<file path="config.mk">
export PLATFORM = sky130hd
export DESIGN_NAME = apex_meta_ctrl
export DESIGN_NICKNAME = d
export VERILOG_FILES = /design/src/rtl/apex_meta_ctrl.sv
export SDC_FILE = /design/constraint.sdc
export NUM_CORES = 1
export LEC_CHECK = 0
export ABC_AREA = 1
export CORE_MARGIN = 3
export CORE_UTILIZATION = 52
export CTS_CLUSTER_DIAMETER = 50
export DETAILED_ROUTE_END_ITERATION = 7
export GPL_ROUTABILITY_DRIVEN = 0
export MAX_ROUTING_LAYER = met4
export PLACE_DENSITY = 0.86
export SLEW_MARGIN = 20
export SYNTH_ARGS = -nofsm -noshare
export SYNTH_HDL_FRONTEND = slang
export SYNTH_SLANG_ARGS = --single-unit
</file>
<file path="constraint.sdc">
create_clock -name clk -period 6.2 [get_ports clk]
set_input_delay 1.24 -clock clk [delete_from_list [all_inputs] [get_ports clk]]
set_output_delay 1.24 -clock clk [all_outputs]
set_load 0.01 [all_outputs]
</file>
<file path="src/rtl/apex_meta_ctrl.sv">
// APEX metadata controller: holds the ER/OR bound registers, write-protects them
// while an attempt is in flight, and sequences each attempt through arm/run/done/fail.
module apex_meta_ctrl #(
    parameter logic [15:0] META_BASE = 16'h0140,
    parameter logic [15:0] ER_RST    = 16'hE000,
    parameter logic [15:0] OR_RST    = 16'hF000
) (
    input  logic        clk,
    input  logic        puc,
    input  logic [15:0] pc,
    input  logic        data_en,
    input  logic        data_wr,
    input  logic [15:0] data_addr,
    input  logic [15:0] data_wdata,
    output logic [15:0] data_rdata,
    input  logic        dma_en,
    input  logic [15:0] dma_addr,
    input  logic        exec,
    output logic [15:0] er_min,
    output logic [15:0] er_max,
    output logic [15:0] or_min,
    output logic [15:0] or_max,
    output logic        locked,
    output logic        done,
    output logic        fail
);

    typedef enum logic [2:0] {
        IDLE  = 3'd0,
        ARMED = 3'd1,
        RUN   = 3'd2,
        DONE  = 3'd3,
        FAIL  = 3'd4
    } state_e;

    localparam logic [14:0] BASE_W   = META_BASE[15:1];
    localparam logic [15:0] DMA_LAST = META_BASE + 16'h000B;

    state_e      state_q, state_d;
    logic [15:0] er_min_q, er_min_d, er_max_q, er_max_d;
    logic [15:0] or_min_q, or_min_d, or_max_q, or_max_d;
    logic        cfg_err_q, cfg_err_d, dma_viol_q, dma_viol_d;
    logic        exec_prev_q, exec_prev_d;
    logic        locked_q, locked_d, done_q, done_d, fail_q, fail_d;
    logic [15:0] rdata_q, rdata_d;

    logic [14:0] word_off;
    logic [2:0]  off;
    logic        hit, wr_stb, rd_stb, ctrl_wr, arm_req, clr_req;
    logic        dma_hit, cfg_ok, active, settled, bnd_we;
    logic        unused_addr0;

    // Byte bit 0 is ignored; only whole-word accesses exist.
    assign unused_addr0 = data_addr[0];

    // Addresses below the bank wrap to a large offset, so one compare covers both ends.
    assign word_off = data_addr[15:1] - BASE_W;
    assign hit      = word_off < 15'd6;
    assign off      = word_off[2:0];
    assign wr_stb   = data_en & data_wr & hit;
    assign rd_stb   = data_en & ~data_wr & hit;
    assign ctrl_wr  = wr_stb & (off == 3'd4);
    assign clr_req  = ctrl_wr & data_wdata[1];
    assign arm_req  = ctrl_wr & data_wdata[0] & ~data_wdata[1];
    assign dma_hit  = dma_en & (dma_addr >= META_BASE) & (dma_addr <= DMA_LAST);

    assign cfg_ok   = (er_min_q < er_max_q) && (or_min_q <= or_max_q) &&
                      !er_min_q[0] && !er_max_q[0];
    assign active   = (state_q == ARMED) || (state_q == RUN);
    assign settled  = (state_q == IDLE) || (state_q == DONE) || (state_q == FAIL);
    assign bnd_we   = wr_stb && (off < 3'd4) && ((state_q == IDLE) || (state_q == FAIL));

    // State register
    always_ff @(posedge clk or posedge puc) begin
        if (puc) state_q <= IDLE;
        else     state_q <= state_d;
    end

    // Next state: abort (CLEAR/DMA) beats exec loss, which beats forward progress.
    always_comb begin
        state_d = state_q;
        case (state_q)
            IDLE: begin
                if (arm_req && cfg_ok) state_d = ARMED;
            end
            ARMED: begin
                if (clr_req || dma_hit)           state_d = FAIL;
                else if (exec_prev_q && !exec)    state_d = FAIL;
                else if (exec && pc == er_min_q)  state_d = RUN;
            end
            RUN: begin
                if (clr_req || dma_hit)           state_d = FAIL;
                else if (!exec)                   state_d = FAIL;
                else if (pc == er_max_q)          state_d = DONE;
            end
            DONE, FAIL: begin
                if (clr_req) state_d = IDLE;
            end
            default: state_d = IDLE;
        endcase
    end

    // Status outputs are decoded from the current state and registered.
    always_comb begin
        locked_d = (state_q == ARMED) || (state_q == RUN) || (state_q == DONE);
        done_d   = (state_q == DONE);
        fail_d   = (state_q == FAIL);
    end

    // Bound bank, sticky flags and read mux
    always_comb begin
        er_min_d    = er_min_q;
        er_max_d    = er_max_q;
        or_min_d    = or_min_q;
        or_max_d    = or_max_q;
        cfg_err_d   = cfg_err_q;
        dma_viol_d  = dma_viol_q;
        exec_prev_d = exec;
        rdata_d     = 16'h0000;

        if (bnd_we) begin
            case (off)
                3'd0:    er_min_d = data_wdata;
                3'd1:    er_max_d = data_wdata;
                3'd2:    or_min_d = data_wdata;
                default: or_max_d = data_wdata;
            endcase
        end

        if (clr_req && settled) begin
            cfg_err_d  = 1'b0;
            dma_viol_d = 1'b0;
        end
        if (arm_req && state_q == IDLE && !cfg_ok) cfg_err_d = 1'b1;
        if (dma_hit) dma_viol_d = 1'b1;

        if (rd_stb) begin
            case (off)
                3'd0:    rdata_d = er_min_q;
                3'd1:    rdata_d = er_max_q;
                3'd2:    rdata_d = or_min_q;
                3'd3:    rdata_d = or_max_q;
                3'd5:    rdata_d = {10'b0, cfg_err_q, dma_viol_q, state_q, exec};
                default: rdata_d = 16'h0000;
            endcase
        end
    end

    always_ff @(posedge clk or posedge puc) begin
        if (puc) begin
            er_min_q    <= ER_RST;
            er_max_q    <= ER_RST;
            or_min_q    <= OR_RST;
            or_max_q    <= OR_RST;
            cfg_err_q   <= 1'b0;
            dma_viol_q  <= 1'b0;
            exec_prev_q <= 1'b0;
            locked_q    <= 1'b0;
            done_q      <= 1'b0;
            fail_q      <= 1'b0;
            rdata_q     <= 16'h0000;
        end else begin
            er_min_q    <= er_min_d;
            er_max_q    <= er_max_d;
            or_min_q    <= or_min_d;
            or_max_q    <= or_max_d;
            cfg_err_q   <= cfg_err_d;
            dma_viol_q  <= dma_viol_d;
            exec_prev_q <= exec_prev_d;
            locked_q    <= locked_d;
            done_q      <= done_d;
            fail_q      <= fail_d;
            rdata_q     <= rdata_d;
        end
    end

    assign er_min     = er_min_q;
    assign er_max     = er_max_q;
    assign or_min     = or_min_q;
    assign or_max     = or_max_q;
    assign locked     = locked_q;
    assign done       = done_q;
    assign fail       = fail_q;
    assign data_rdata = rdata_q;

endmodule

</file>
==> reports/results.ini <==
[power]
clockPowerShare = 0.353
combPwrFrac = 0.161
swShare = 0.2734
power.leakage_uw = 0.003125
p_per_area_mw_per_mm2 = 179.2
intPower_uw = 907.9
ir_worst_vdd_uv = 141.7
p_seq_frac = 0.486
p_switching_uw = 341.7

[global_route]
grt_pass1_wl_um = 24630
grt_max_degree = 57
grt_pass1_vias = 4932
overflow = 0
grt_usage = 0.2849
antenna_found_initial = 0

[floorplanning]
start_util = 0.5445
rows = 35
core_area_mm2 = 0.009415
fp.dieArea_mm2 = 0.01108
dieWidth_um = 105.3
ios = 153
die_h_um = 105.3

[layout]
multi_input_area_mm2 = 0.002436
layoutNonFillerInstCount = 947
num_antenna_cells = 0
drive_gt1_frac = 0.06112
seq_area_mm2 = 0.002245
fillerInstances = 677
nNetsFinal = 914
area_growth_pct = 36.03

[critical_path]
arrival_ns = 3.65
worst_r2r_endpoint = er_min[8]
cpMaxStageDelayCell = clkdlybuf4s50_1
cp-end-kind = register
cp_max_fo = 20
crit_chain = clkdlybuf4s50_1 > inv_1 > nor2_2 > nand2_1 > inv_2 > nand3_1 > buf_4 > nand2_1 > o21ai_0
crit_required_ns = 6.45
reg2reg_depth = 5
critPathKind = input pin to register
r2r-start = state_q[1]
rrSetupSlack_ns = 4.02
cp-startpoint = data_addr[1]
path_common_cell = nand2_1
cp_num_buf_inv = 4
cp_top_family = buffers and inverters
start_kind = input pin
critPathMaxStageDelay_ns = 0.58

[sta]
fmax_mhz = 293.8
hold_viol_final = 0
period_share = 0.5490
setup_violations = 0
skew_ns = 0.007491
worst_pin_slew_ns = 0.9130
slew_headroom = 0.3906
slew_violations = 0
fin_crit_ns = 3.404
rsz0062_at_grt = false
worst_hold_slack_ns = 0.5008
finalSetupTns_ns = 0

[placement]
io_buffers = 149
dp_cells = 931
dp_hpwl_um = 11230

[hold_path]
whs_path_depth = 2
min_to = dma_viol_q
hp-class = register to register
hp-start = dma_viol_q

[clock_network]
cts_hold_buf = 0
cts_tree = built
ctsResizeCount = 0
clk-insertion-delay-late_ns = 0.37
cts_buffers = 9
cts_buffer_depth = 2
root_buffer = clkbuf_8
h-tree-depth = 3
clkSlewWorstSetupHoldPaths_ns = 0.09
cts.sinks = 89
post-cts-setup-buffers = 0

[synth]
synthMuxAreaShare = 0
synth_most_common_cell = nand2_1
yosys_warnings = 0
synth-seq-area-share = 0.4379
syn_inst = 663
synthTopCellsByCount = nand2_1, inv_1, dfrtp_1
syn_area_mm2 = 0.005126
synthFlopType = dfrtp_1
synth_fp_nets = 764
synth.distinct_cells = 33
yosys.area_share.simple = 0.2355
synth_edf_count = 0
synth_compound_gate_area_share = 0.1264
synth_top_family_by_area = simple AND/OR/NAND/NOR gates
synth_xor_area_frac = 0.03759
ys_ff_latch = 89
synthTopCellsByArea = dfrtp_1, nand2_1, ha_1
yosysTopAreaCell = dfrtp_1
yosys.area_share.adder = 0.07567
async_flop_share = 1.000
synth_top_area_frac = 0.3661
avgSynthCellArea_um2 = 7.732

[detailed_routing]
drt-initial-drc-count = 314
drc = 0
wl_um = 15110
vias_per_cell = 5.384
vias = 5099
first_pass_iters = 5
wire_per_inst_um = 15.95
ant_nets = 0

[run]
maxCapViolations = 0

[status]
status = complete, no violations

==> power groups by stage <==
stage | clock network (µW) | registers [µW] | logic (µW)
5_1_grt | 470 | 611 | 225
4_1_cts | 442 | 607 | 198
2_1_floorplan | 0 | 616 | 109
3_3_place_gp | 0 | 617 | 190
6_report | 441 | 608 | 201
3_5_place_dp | 0 | 618 | 198
==> stage by stage <==
step           power [µW]  setup WS, ns  instance area [µm²]  utilization
2_1_floorplan       725.4         2.676                 5126            -
3_3_place_gp        807.0         2.578                 6755       0.7175
3_5_place_dp        815.8         2.466                 6755       0.7175
4_1_cts              1248         2.847                 6973       0.7406
5_1_grt              1305         2.625                 6973       0.7406
6_report             1250         2.796                 6973       0.7406
==> worst max-delay path by stage <==
stage | to | cells after the start
2_1_floorplan | cfg_err_q | 1
3_3_place_gp | er_max[8] | 9
3_5_place_dp | er_max[6] | 9
4_1_cts | er_max[6] | 9
5_1_grt | er_max[14] | 8
6_report | er_max[6] | 9
==> cells by family (layout without fill, tap and decap cells) <==
logic type | after synthesis | count (layout)
buffers and inverters | 113 | 268
XOR/XNOR | 22 | 22
AO/OA/AOI/OAI | 116 | 116
flip-flops | 89 | 89
AND/OR/NAND/NOR | 292 | 292
adder cells (fa/ha/maj) | 31 | 31
==> state kept, by name, summed over array words and instances (netlist names) <==
| name | cells |
|---|---|
| state_q | 3 |
| fail | 1 |
| er_max | 16 |
| locked | 1 |
| er_min | 16 |
| data_rdata | 16 |
| done | 1 |
| exec_prev_q | 1 |
| or_min | 16 |
| or_max | 16 |
| cfg_err_q | 1 |
| dma_viol_q | 1 |
==> placed cells by master (no fill, tap or decap), drive strengths merged, types with 3 or more instances in the layout <==
| cell | count |
|---|---|
| o22ai | 3 |
| a41oi | 9 |
| a21oi | 15 |
| nor2 | 50 |
| dfrtp | 75 |
| nand4 | 9 |
| clkdlybuf4s50 | 149 |
| nand2 | 202 |
| dfstp | 14 |
| xor2 | 10 |
| inv | 94 |
| ha | 31 |
| o21ai | 78 |
| clkbuf | 9 |
| clkinv | 3 |
| nand3 | 16 |
| buf | 9 |
| xnor2 | 12 |
| nor3 | 11 |
| a211oi | 6 |
==> routing by layer <==
metal / GRT usage / vias to the layer above / wire (µm)
met5: - / - / 0
met4: 0.1106 / 0 / 376
met3: 0.04960 / 43 / 1207
met2: 0.4636 / 224 / 7463
met1: 0.3558 / 2404 / 6058
li1: - / 2428 / -
==> area by class of cell <==
class / count / share of cell area
multi-input combinational: 461 / 0.3494
tap: 129 / 0.02315
inverter: 94 / 0.05078
clock inverter: 7 / 0.01346
clock buffer: 9 / 0.01776
timing repair buffer: 158 / 0.2236
sequential: 89 / 0.3219
==> tightest hold or removal path, stage by stage, from the launching register on <==
cell and delay (ns):
dfrtp_1 0.36, nand2_1 0.06, nand2_1 0.05
Note: power is estimated with default switching activity, not from simulation.
